<file path="src/rtl/pipe_hazard_ctrl_pkg.sv">
// Shared definitions for the pipeline hazard/sequencing controller.
//   pipe_ctrl_state_e : controller FSM states (RUN, MEM_WAIT, FLUSH, TRAP)
//   trap_cause_e      : reported trap cause (NONE, ILLEGAL, BUS_TIMEOUT)
//   cnt_width()       : width of a counter that must reach max(a, b)
package pipe_hazard_ctrl_pkg;

  typedef enum logic [1:0] {
    RUN      = 2'd0,
    MEM_WAIT = 2'd1,
    FLUSH    = 2'd2,
    TRAP     = 2'd3
  } pipe_ctrl_state_e;

  typedef enum logic [1:0] {
    NONE        = 2'd0,
    ILLEGAL     = 2'd1,
    BUS_TIMEOUT = 2'd2
  } trap_cause_e;

  function automatic int cnt_width(input int a, input int b);
    int m;
    m = (a > b) ? a : b;
    return (m < 2) ? 1 : $clog2(m + 1);
  endfunction

endpackage

</file>
<file path="src/rtl/pipe_hazard_ctrl_fwd_unit.sv">
// pipe_fwd_unit: register-match and forward request for one source operand.
// Build option: PIPE_CTRL_FWD_EN enables forwarding; otherwise fwd is tied 0
// and the top turns a match into a one-cycle stall.
// Ports:
//   rs          in  5 : source register in decode-execute
//   rd_m2w      in  5 : destination register in memory-writeback
//   reg_wr_m2w  in  1 : memory-writeback instruction writes rd_m2w
//   load_m2w    in  1 : memory-writeback instruction is a load
//   mem_ready   in  1 : data memory response valid
//   match       out 1 : RAW match (x0 never matches)
//   fwd         out 1 : select writeback data for this operand
module pipe_fwd_unit (
  input  logic [4:0] rs,
  input  logic [4:0] rd_m2w,
  input  logic       reg_wr_m2w,
  input  logic       load_m2w,
  input  logic       mem_ready,
  output logic       match,
  output logic       fwd
);

  assign match = reg_wr_m2w && (rd_m2w != 5'd0) && (rd_m2w == rs);

`ifdef PIPE_CTRL_FWD_EN
  // A load whose data has not arrived yet has nothing to forward.
  assign fwd = match && !(load_m2w && !mem_ready);
`else
  logic unused_ld;
  assign unused_ld = load_m2w & mem_ready;
  assign fwd       = 1'b0;
`endif

endmodule

</file>
<file path="src/rtl/pipe_hazard_ctrl.sv">
// pipe_hazard_ctrl: stall/flush/forward control and trap-redirect sequencing
// for the 3-stage fetch / decode-execute / memory-writeback pipeline.
// Build option: PIPE_CTRL_FWD_EN (forwarding instead of RAW stalls).
// Ports:
//   clk, rst (sync, active-high)
//   rs1_de, rs2_de, rd_m2w, reg_wr_m2w, load_m2w  : hazard inputs
//   mem_req_m2w, mem_ready                         : data memory handshake
//   br_taken, illegal_instr                        : control-flow events
//   stall_f, stall_de, flush_de, flush_m2w         : pipeline controls
//   fwd_a, fwd_b                                   : operand forward selects
//   trap_req, trap_cause                           : trap redirect
//   ctrl_state, stall_cnt                          : debug / statistics
//
// state    | meaning
// RUN      | normal issue; resolves mem wait, traps, branches, RAW
// MEM_WAIT | stalled on data memory; counts toward bus timeout
// FLUSH    | one bubble after a taken branch
// TRAP     | pipeline held flushed while fetch redirects to trap vector
module pipe_hazard_ctrl
  import pipe_hazard_ctrl_pkg::*;
#(
  parameter int MEM_TIMEOUT = 16,
  parameter int TRAP_CYCLES = 2
) (
  input  logic        clk,
  input  logic        rst,
  input  logic [4:0]  rs1_de,
  input  logic [4:0]  rs2_de,
  input  logic [4:0]  rd_m2w,
  input  logic        reg_wr_m2w,
  input  logic        load_m2w,
  input  logic        mem_req_m2w,
  input  logic        mem_ready,
  input  logic        br_taken,
  input  logic        illegal_instr,
  output logic        stall_f,
  output logic        stall_de,
  output logic        flush_de,
  output logic        flush_m2w,
  output logic        fwd_a,
  output logic        fwd_b,
  output logic        trap_req,
  output logic [1:0]  trap_cause,
  output logic [1:0]  ctrl_state,
  output logic [31:0] stall_cnt
);

  localparam logic [1:0] ST_RUN   = RUN;
  localparam logic [1:0] ST_MEMW  = MEM_WAIT;
  localparam logic [1:0] ST_FLUSH = FLUSH;
  localparam logic [1:0] ST_TRAP  = TRAP;
  localparam int CNT_W = cnt_width(MEM_TIMEOUT, TRAP_CYCLES);

  logic [1:0]       state_q, state_d;
  logic [CNT_W-1:0] cnt_q, cnt_d;  // timeout count in MEM_WAIT, hold count in TRAP
  logic [1:0]       cause_q, cause_d;
  logic             stall_c, flush_de_c, flush_m2w_c, trap_c;
  logic             match_a, match_b, fwd_a_u, fwd_b_u;
  logic             raw_hit, raw_stall;

  pipe_fwd_unit u_fwd_a (
    .rs(rs1_de), .rd_m2w(rd_m2w), .reg_wr_m2w(reg_wr_m2w),
    .load_m2w(load_m2w), .mem_ready(mem_ready), .match(match_a), .fwd(fwd_a_u)
  );

  pipe_fwd_unit u_fwd_b (
    .rs(rs2_de), .rd_m2w(rd_m2w), .reg_wr_m2w(reg_wr_m2w),
    .load_m2w(load_m2w), .mem_ready(mem_ready), .match(match_b), .fwd(fwd_b_u)
  );

`ifdef PIPE_CTRL_FWD_EN
  logic unused_match;
  assign unused_match = match_a | match_b;
  assign raw_hit      = 1'b0;
`else
  // Masks the match for the cycle after a RAW stall, by which time the
  // producer has written the register file on the negedge.
  logic served_q;
  assign raw_hit = (match_a | match_b) & ~served_q;

  always_ff @(posedge clk) begin
    if (rst) served_q <= 1'b0;
    else     served_q <= raw_stall;
  end
`endif

  always_comb begin
    state_d     = state_q;
    cnt_d       = cnt_q;
    cause_d     = cause_q;
    stall_c     = 1'b0;
    flush_de_c  = 1'b0;
    flush_m2w_c = 1'b0;
    trap_c      = 1'b0;
    raw_stall   = 1'b0;
    case (state_q)
      ST_RUN: begin
        if (mem_req_m2w && !mem_ready) begin
          stall_c = 1'b1;
          cnt_d   = CNT_W'(1);  // this cycle is the first waited cycle
          state_d = ST_MEMW;
        end else if (illegal_instr) begin
          trap_c      = 1'b1;
          cause_d     = ILLEGAL;
          flush_de_c  = 1'b1;
          flush_m2w_c = 1'b1;
          cnt_d       = '0;
          state_d     = ST_TRAP;
        end else if (br_taken) begin
          flush_de_c = 1'b1;
          state_d    = ST_FLUSH;
        end else if (raw_hit) begin
          stall_c     = 1'b1;
          flush_m2w_c = 1'b1;
          raw_stall   = 1'b1;
        end
      end
      ST_MEMW: begin
        stall_c = 1'b1;
        if (mem_ready) begin
          stall_c = 1'b0;
          cnt_d   = '0;
          state_d = ST_RUN;
        end else if (cnt_q == CNT_W'(MEM_TIMEOUT - 1)) begin
          trap_c      = 1'b1;
          cause_d     = BUS_TIMEOUT;
          flush_de_c  = 1'b1;
          flush_m2w_c = 1'b1;
          cnt_d       = '0;
          state_d     = ST_TRAP;
        end else begin
          cnt_d = cnt_q + CNT_W'(1);
        end
      end
      ST_FLUSH: begin
        flush_de_c = 1'b1;
        state_d    = ST_RUN;
      end
      default: begin
        flush_de_c  = 1'b1;
        flush_m2w_c = 1'b1;
        if (cnt_q == CNT_W'(TRAP_CYCLES - 1)) begin
          cnt_d   = '0;
          state_d = ST_RUN;
        end else begin
          cnt_d = cnt_q + CNT_W'(1);
        end
      end
    endcase
  end

  always_ff @(posedge clk) begin
    if (rst) begin
      state_q   <= ST_RUN;
      cnt_q     <= '0;
      cause_q   <= NONE;
      stall_cnt <= '0;
    end else begin
      state_q <= state_d;
      cnt_q   <= cnt_d;
      cause_q <= cause_d;
      if (stall_c && (stall_cnt != 32'hFFFF_FFFF))
        stall_cnt <= stall_cnt + 32'd1;
    end
  end

  // Reset overrides every combinational control so no trap leaks out.
  assign stall_f    = stall_c & ~rst;
  assign stall_de   = stall_c & ~rst;
  assign flush_de   = flush_de_c & ~rst;
  assign flush_m2w  = flush_m2w_c & ~rst;
  assign fwd_a      = fwd_a_u & ~rst;
  assign fwd_b      = fwd_b_u & ~rst;
  assign trap_req   = trap_c & ~rst;
  assign trap_cause = rst ? 2'd0 : cause_d;
  assign ctrl_state = state_q;

endmodule

</file>
<file path="config.mk">
export PLATFORM = sky130hd
export DESIGN_NAME = pipe_hazard_ctrl
export DESIGN_NICKNAME = d
export VERILOG_FILES = /design/src/rtl/pipe_hazard_ctrl_pkg.sv /design/src/rtl/pipe_hazard_ctrl_fwd_unit.sv /design/src/rtl/pipe_hazard_ctrl.sv
export SDC_FILE = /design/constraint.sdc
export NUM_CORES = 1
export LEC_CHECK = 0
export CAP_MARGIN = 15
export CORE_MARGIN = 4
export CORE_UTILIZATION = 50
export CTS_BUF_LIST = sky130_fd_sc_hd__clkbuf_4 sky130_fd_sc_hd__clkbuf_8
export CTS_CLUSTER_SIZE = 8
export DETAILED_ROUTE_END_ITERATION = 10
export GPL_ROUTABILITY_DRIVEN = 0
export PLACE_DENSITY = 0.82
export SETUP_SLACK_MARGIN = 0.15
export SYNTH_ARGS = -nofsm -noshare
export SYNTH_HDL_FRONTEND = slang
export SYNTH_SLANG_ARGS = --single-unit
</file>
<file path="constraint.sdc">
create_clock -name clk -period 4.1 [get_ports clk]
set_clock_uncertainty 0.15 [all_clocks]
set_input_delay 0.615 -clock clk [delete_from_list [all_inputs] [get_ports clk]]
set_output_delay 0.615 -clock clk [all_outputs]
set_load 0.005 [all_outputs]
</file>
== Word level (Yosys, flattened, before mapping) ==
Index checks and enable logic that the tools add are counted.
Storage, ports and cells
  output and inout bits: 43
  memories: 0
  memory bits (read-only): 0
  latch bits: 0
  bits in registers: 42
  memory bits (writable): 0
  bits of input ports: 23
Operators by class
  reductions and logical operators: 12
  add/sub/neg operators: 2
  bitwise operators: 10
  $lt $le $gt $ge: 0
  shift operators: 0
  $mul: 0
  mux-type cells: 37
  eq/ne operators: 10
  divide/modulo/power cells: 0
Operators with widths (number)
  $add 32x1->32 const B: 1
  $ne 32x32->1 const B: 1
  $mux 5: 5
  $mux 2: 11
  $pmux 5 s3: 1
  $mux 1: 14
  $eq 5x5->1: 2
  $ne 3x3->1 const B: 2
  $pmux 1 s2: 3
  $pmux 2 s3: 1
  $add 5x1->5 const B: 1
  $and 1x1->1: 5
  $eq 5x1->1 const B: 1
  $eq 5x4->1 const B: 1
  $logic_and 1x1->1: 5
  $reduce_bool 5->1: 1
  $ne 4x4->1 const B: 1
  $not 1->1: 4
  $pmux 2 s2: 1
  $reduce_bool 4->1: 1
  $pmux 1 s3: 1
  $reduce_and 3->1: 1
  $reduce_or 3->1: 1
  $eq 2x1->1 const B: 1
  5 further kinds: 5

== Depth between registers and ports, before layout ==
Gate-level depths: netlist (run 1).
  depth after elaboration: 11
  depth in mapped cells: 9
  mapped depth without buffers: 9

== Cells and area by module ==
From an unflattened synthesis (run 1), not the netlist that was laid out.
Second synthesis, totals
  cells, all modules: 309
  area total of the unflattened synthesis: 2456.1 um^2
By module, submodules not included
  pipe_hazard_ctrl: cells each 285, times used 1, area each 2280.9 um^2
  pipe_fwd_unit: cells each 12, times used 2, area each 87.6 um^2

== Worst setup path after synthesis (run 1) ==
Ideal clock, no wire load.
  path kind: input-to-output
  start point: input rd_m2w[0]
  end point: output stall_f
  path slack: 1237 ps
  arrival: 2098 ps
  cell stages on the path: 8
  path buffers: 3
  cell sequence: or4_1 > o211ai_1 > or4_1 > o21a_2 > buf_6 > buf_2 > nor2_1 > buf_4
On the way
  longest elaborated chain between the ends: 11
  elaborated cells on any way between the ends: 14
  those cells by class: 2 x eq/ne; 5 x mux; 3 x bitwise; 4 x reduce/logical
RTL lines
  start, declared: RTL line pipe_hazard_ctrl.sv:29  | input logic [4:0] rd_m2w,
  $reduce_bool 5->1: RTL line pipe_hazard_ctrl_fwd_unit.sv:22  | assign match = reg_wr_m2w && (rd_m2w != 5'd0) && (rd_m2w == rs);
  $logic_and 1x1->1 (2 in a row): RTL line pipe_hazard_ctrl_fwd_unit.sv:22
  $or 1x1->1 *: RTL line pipe_hazard_ctrl.sv:79  | assign raw_hit = (match_a | match_b) & ~served_q;
  $and 1x1->1 *: RTL line pipe_hazard_ctrl.sv:79
  $mux 1 *: RTL line pipe_hazard_ctrl.sv:112  | end else if (raw_hit) begin
  $mux 1 *: RTL line pipe_hazard_ctrl.sv:109  | end else if (br_taken) begin
  $mux 1 *: RTL line pipe_hazard_ctrl.sv:102  | end else if (illegal_instr) begin
  $mux 1 *: RTL line pipe_hazard_ctrl.sv:98  | if (mem_req_m2w && !mem_ready) begin
  $pmux 1 s2 *: RTL line pipe_hazard_ctrl.sv:96  | case (state_q)
  $and 1x1->1 *
  end, declared: RTL line pipe_hazard_ctrl.sv:36  | output logic stall_f,
Every way passes the cells marked *; elsewhere a longest branch is shown, timed or not.

== Final worst setup path (run 1) ==
  start point: input rd_m2w[3]
  end point: output stall_f
On the way
  longest elaborated chain between the ends: 11
  elaborated cells on any way between the ends: 14
  those cells by class: 2 x eq/ne; 5 x mux; 3 x bitwise; 4 x reduce/logical
RTL lines
  $reduce_bool 5->1: RTL line pipe_hazard_ctrl_fwd_unit.sv:22
  $logic_and 1x1->1 (2 in a row): RTL line pipe_hazard_ctrl_fwd_unit.sv:22
  $or 1x1->1 *: RTL line pipe_hazard_ctrl.sv:79
  $and 1x1->1 *: RTL line pipe_hazard_ctrl.sv:79
  $mux 1 *: RTL line pipe_hazard_ctrl.sv:112
  $mux 1 *: RTL line pipe_hazard_ctrl.sv:109
  $mux 1 *: RTL line pipe_hazard_ctrl.sv:102
  $mux 1 *: RTL line pipe_hazard_ctrl.sv:98
  $pmux 1 s2 *: RTL line pipe_hazard_ctrl.sv:96
  $and 1x1->1 *: RTL line pipe_hazard_ctrl.sv:168  | assign stall_f = stall_c & ~rst;
Marks and branches as above.

==> summary.md, run 1 <==
| Metric | Value |
|---|---|
| Worst Slack Setup Final | 0.634 ns |
| Endpoint class of the critical path | output pin |
| Slew headroom | 65.4% |
| Peak Freq | 0.289 GHz |
| Max Slew Vio Count | 0 |
| Hold Vio Cnt, Final | 0 |
| FFs w/ async S/R, synth | 0% |
| Die Width | 79.3 µm |
| Tightest Hold Check Type | reg -> reg |
| Fin Setup TNS | 0 ns |
| GRT overflow | 0 |
| Total of max-cap violations | 0 |
| Commonest non-fill, non-tap cells in the layout | clkdlybuf4s50_1 (61), dfxtp_1 (42), nor2_1 (38) |
| Worst-Skew Late Latency | 0.30 ns |
| Chip height | 79.3 µm |
| Placed standard-cell area | 3150 µm² |
| Ys Warns | 0 |
| CTS max path bufs | 2 |
| Hold_ws | 0.352 ns |
| Initial Util | 52.8% |
| Clock tree sinks | 42 |
| Total core area | 4820 µm² |
| Worst-path maximum fanout | 3 |
| # fillers | 440 |
| Fin area | 3230 µm² |
| Hpwl dp | 4610 µm |
| Arrival @ worst endpoint | 2.70 ns |
| Worst vdd ir | 186 µV |
| IO Port Bufs | 62 |
| Vias in the first global route | 2315 |
| Post-layout min period | 3.47 ns |
| Final net count | 397 |
| P&R area growth vs syn | 27.3% |
| First-pass GRT wire length | 10700 µm |
| First-pass iteration count of the detailed router | 4 |
| Tot GR Track Use | 21.0% |
| Iteration-0 DRC Markers | 183 |
| Leading area contributor after synthesis | dfxtp_1 |
| Reg clk slew, reported paths | 0.07 ns |
| Average wire per standard cell | 14.4 µm |
| Ranking of synthesized cells by area | dfxtp_1 (33%), nor2_1 (5.6%), or4_1 (4.4%), a21oi_1 (4.3%), xor2_1 (4.1%) |
| Largest net degree at the start of global routing | 51 |
| Antenna diodes | 0 |
| Syn Area/Cell | 7.99 µm² |
| Layout cells sized above 1 | 6.79% |
| Netlist Area Pre-Place | 2540 µm² |
| Num CTS Buffers | 5 |
| Setup crit start kind | primary input |
| PwrDens | 255 nW/µm² |
| Synth top area share | 33.1% |
| Critical path required time | 3.34 ns |
| DRT antenna net count | 0 |
| Outcome | finished, final reports clean |
| Final period util | 84.5% |
| Routed WL | 6250 µm |
| WS Path Type | in -> out |
| DRC violations left | 0 |
| Initial antenna violation count | 0 |
| Most common cell after layout, fill and taps aside | clkdlybuf4s50_1 |
| Post-CTS setup buffers | 0 |
| LEAKAGE | 1.12 nW |
| Row count | 25 |
| Post-CTS Hold Buffers | 0 |
| Post-cts resize count | 0 |
| IO Pins | 66 |
| CTS tree | done |
| Via count of the routed design | 2494 |
| Measured slew at the worst slew-check pin | 0.515 ns |
| EDFF count, synth | 0 |
| Die Footprint | 6290 µm² |
| Post-synthesis cell count | 318 |
| Final setup viols | 0 |
| # H-tree levels | 2 |
| #FFs+latches synth | 42 |
| Worst slack, placed | 0.626 ns |
| Final Core Density | 67.1% |
| Root Buffer Master | clkbuf_8 |
| Vias/cell | 5.73 |
| Top_reg_cell synth | dfxtp_1 |
| Seq/Total Area, Yosys | 33.1% |
| RSZ-0062 raised after global routing | no |
| Synth cell types | 44 |
## routing by layer
metal  track usage, %  routed length, µm  part of all wire (%)
met1             27.0               2870                    46
met2             34.4               3040                    49
met3             4.99                255                   4.1
met4             7.22                 85                   1.4
met5                0                  0                     0
## final timing paths
kind | startpoint | slack, ns | depth (start not counted) | end
max | rd_m2w[3] | 0.63 | 7 | stall_f
min | stall_cnt[15]$_SDFFE_PP0P_ | 0.35 | 2 | stall_cnt[15]$_SDFFE_PP0P_
max reg2reg | stall_cnt[0]$_SDFFE_PP0P_ | 1.45 | 7 | stall_cnt[30]$_SDFFE_PP0P_
min reg2reg | stall_cnt[15]$_SDFFE_PP0P_ | 0.35 | 2 | stall_cnt[15]$_SDFFE_PP0P_
## worst max-delay path, stage by stage
cell and delay, ns:
clkdlybuf4s50_1 0.53, or4_1 0.14, o211ai_1 0.11, or4_1 0.42
o21a_2 0.22, nor2_1 0.13, clkdlybuf4s50_1 0.53
## per-stage QoR
step | power, W | instances
after floorplan | 0.000520 | 319
after global placement | 0.000567 | 429
after detailed placement | 0.000571 | 429
after CTS | 0.000832 | 435
after global routing | 0.000866 | 435
final | 0.000825 | 435
## state kept, by name (all words and copies together) (netlist names)
signal	count
stall_cnt	32
served_q	1
cause_q	2
ctrl_state	2
cnt_q	5
## report_power, final
part	switching (W)	leakage (nW)	internal, W
logic	0.0000675	0.733	0.0000630
registers	0.0000148	0.340	0.000417
clock network	0.000133	0.0431	0.000130
total	0.000215	1.12	0.000610
## cell usage after synthesis, types with 2 or more instances
library cell,number
mux2_1,6
ha_1,5
inv_1,5
nor3_1,12
nor2b_1,16
o21ai_0,10
xor2_1,12
nor2_1,38
buf_1,3
a211oi_1,3
or3_1,6
and3_1,3
o211ai_1,2
o31ai_1,13
nand4_1,5
clkbuf_1,9
nor4b_1,2
o21ai_1,2
buf_6,2
a21oi_1,22
mux2_2,8
dfxtp_1,42
or4_1,15
buf_2,5
and4_1,6
nand2_1,18
nor4_1,7
a31oi_1,2
nand3_1,18
buf_4,5
or2_2,2
and2_1,2
## cells by family (layout without fill, tap and decap cells)
| group | after synthesis | in the layout | share of synthesized area [%] |
|---|---|---|---|
| compound gates | 58 | 58 | 13.8 |
| xor+xnor | 12 | 12 | 4.14 |
| fa+ha+maj | 5 | 5 | 2.46 |
| buf+inv | 29 | 78 | 5.86 |
| flops | 42 | 42 | 33.1 |
| mux | 14 | 14 | 6.20 |
| other cells | 1 | 2 | 0.148 |
| simple gates | 157 | 157 | 34.3 |
## cell type report
class | count | area (µm²) | area share [%]
Timing Repair Buffer | 67 | 653 | 20.2
Clock buffer | 6 | 82.6 | 2.55
Inverter | 5 | 18.8 | 0.580
Sequential cell | 42 | 841 | 26.0
Multi-Input combinational cell | 248 | 1560 | 48.1
Tap cell | 67 | 83.8 | 2.59
Note: power is estimated with default switching activity, not from simulation.
==> run 2, diff against run 1 <==
CORE_UTILIZATION = 46   (was 50)
PLACE_DENSITY = 0.79   (was 0.82)
clock period = 2.9 ns   (was 4.1 ns; I/O delays follow)
==> summary.md, run 2 (synthesis results as in run 1) <==
| Metric | Value |
|---|---|
| CTS tree | done |
| Reg clk slew, reported paths | 0.09 ns |
| DRC violations left | 0 |
| Worst vdd ir | 338 µV |
| Power Internal | 0.000898 W |
| Outcome | finished, final reports clean |
| Combinational power share | 18.6% |
| Met2 global-route usage | 29.4% |
| Flop pwr share | 49.0% |
| Num CTS Buffers | 5 |
| Initial Util | 48.5% |
| IO Port Bufs | 62 |
| CP max stage delay | 0.52 ns |
| Die Width | 82.3 µm |
| Antenna diodes | 0 |
| Peak Freq | 0.367 GHz |
| Post-layout min period | 2.73 ns |
| Final setup viols | 0 |
| Largest net degree at the start of global routing | 51 |
| Final net count | 408 |
| Root Buffer Master | clkbuf_8 |
| Multi-input logic area | 1720 µm² |
| Final Power | 0.00125 W |
| First-pass iteration count of the detailed router | 5 |
| Slowest CP cell | or4_1 |
| Iteration-0 DRC Markers | 243 |
| WS Path Type | in -> reg |
| Fin Setup TNS | 0 ns |
| IO Pins | 66 |
| CTS max path bufs | 2 |
| RSZ-0062 raised after global routing | yes |
| Arrival @ worst endpoint | 2.79 ns |
| P&R area growth vs syn | 40.1% |
| Vias in the first global route | 2172 |
| Commonest non-fill, non-tap cells in the layout | clkdlybuf4s50_1 (51), dfxtp_1 (40), nor2_1 (36) |
| DRT antenna net count | 0 |
| Via count of the routed design | 2610 |
| Clock tree sinks | 42 |
| Tightest Hold Check Type | reg -> reg |
| # H-tree levels | 2 |
| Cells along the critical path | clkdlybuf4s50_1 > or4_1 > o211ai_1 > or4_1 > o21a_2 > buf_6 > buf_16 > or4_1 > a21oi_1 |
| Endpoint class of the critical path | flip-flop |
| GRT overflow | 0 |
| Die Footprint | 6780 µm² |
| Chip height | 82.3 µm |
| Most common cell after layout, fill and taps aside | clkdlybuf4s50_1 |
| Row count | 26 |
| Largest regs | stall_cnt x32, cnt_q x5 |
| Critical path required time | 2.97 ns |
| Initial antenna violation count | 0 |
| Total of max-cap violations | 0 |
| Vias/cell | 5.79 |
| Hpwl dp | 4580 µm |
| Hold_ws | 0.356 ns |
| Biggest register | stall_cnt |
| Setup crit start kind | primary input |
| Tot GR Track Use | 19.4% |
| Max reg flops | 32 |
| Total core area | 5240 µm² |
| Average wire per standard cell | 15.7 µm |
| Crit path top cell by count | or4_1 |
| Worst-Skew Late Latency | 0.30 ns |
| Worst Slack Setup Final | 0.175 ns |
| Worst slack, placed | -0.193 ns |
| Max Slew Vio Count | 0 |
| First-pass GRT wire length | 10300 µm |
| GR Layer Usage met3 | 3.69% |
| GR peak layer | met2 |
| Register area | 846 µm² |
| LEAKAGE | 1.28 nW |
| Met1 Track Usage GR | 27.6% |
| PwrDens | 351 nW/µm² |
| Routed WL | 7060 µm |
| Layout cells sized above 1 | 16.5% |
| Final period util | 94.0% |
| Worst-path maximum fanout | 13 |
| # fillers | 434 |
| Sw frac | 28.0% |
| Hold Vio Cnt, Final | 0 |
| Net Switching | 0.000349 W |
| Clock Power Share | 32.4% |
## run 2: changes by cell type in the layout (fill, tap and decap cells not counted), sizes merged, moves of 3 or more
cell and delta:
clkdlybuf4s50 -10, buf +9, clkbuf +5, dlygate4sd2 +4
dlymetal6s2s +3
## run 2: cell type report
| class | count | share of cell area [%] |
|---|---|---|
| inverter | 5 | 0.527 |
| timing repair buffer | 78 | 22.2 |
| multi-input combinational | 248 | 48.4 |
| tap | 70 | 2.46 |
| sequential | 42 | 23.8 |
| clock inverter | 2 | 0.351 |
| clock buffer | 6 | 2.32 |
## run 2: metrics by stage
step / area (µm²) / utilization, % / std cells
final: 3560 / 68.0 / 451
after global routing: 3560 / 68.0 / 451
after detailed placement: 3210 / 61.3 / 438
after floorplan: 2540 / - / 319
after CTS: 3320 / 63.4 / 448
after global placement: 3210 / 61.3 / 438
## run 2: worst max-delay path: cells and delay by family
family                 cells  cell delay [ns]
AND/OR/NAND/NOR            3             1.12
buffers and inverters      3             0.77
AO/OA/AOI/OAI              3             0.48
## run 2: routing by layer
metal,vias up,wire length [µm]
met5,-,0
met4,0,114
met1,1216,3120
li1,1277,-
met2,102,3330
met3,15,495
## run 2: repair_timing
item | CTS | global route
endpoints found under the setup margin | 7 | 31
hold buffers | 0 | 0
buffers inserted | 2 | 0
gates cloned | 0 | 3
gates resized for setup | 13 | 40
pin swaps | 4 | 18
## run 2: power groups by stage
stage | registers (W) | logic [W] | clock network, W
floorplan | 0.000614 | 0.000121 | 0
global placement | 0.000623 | 0.000195 | 0
detailed placement | 0.000624 | 0.000200 | 0
CTS | 0.000611 | 0.000199 | 0.000406
global route | 0.000615 | 0.000251 | 0.000437
finish | 0.000612 | 0.000232 | 0.000404
## run 2: final timing paths
| kind | startpoint | to | slack, ns | depth (start not counted) |
|---|---|---|---|---|
| max | rd_m2w[2] | stall_cnt[29]$_SDFFE_PP0P_ | 0.17 | 9 |
| min | stall_cnt[15]$_SDFFE_PP0P_ | stall_cnt[15]$_SDFFE_PP0P_ | 0.36 | 2 |
| max reg2reg | stall_cnt[0]$_SDFFE_PP0P_ | stall_cnt[7]$_SDFFE_PP0P_ | 0.32 | 7 |
| min reg2reg | stall_cnt[15]$_SDFFE_PP0P_ | stall_cnt[15]$_SDFFE_PP0P_ | 0.36 | 2 |
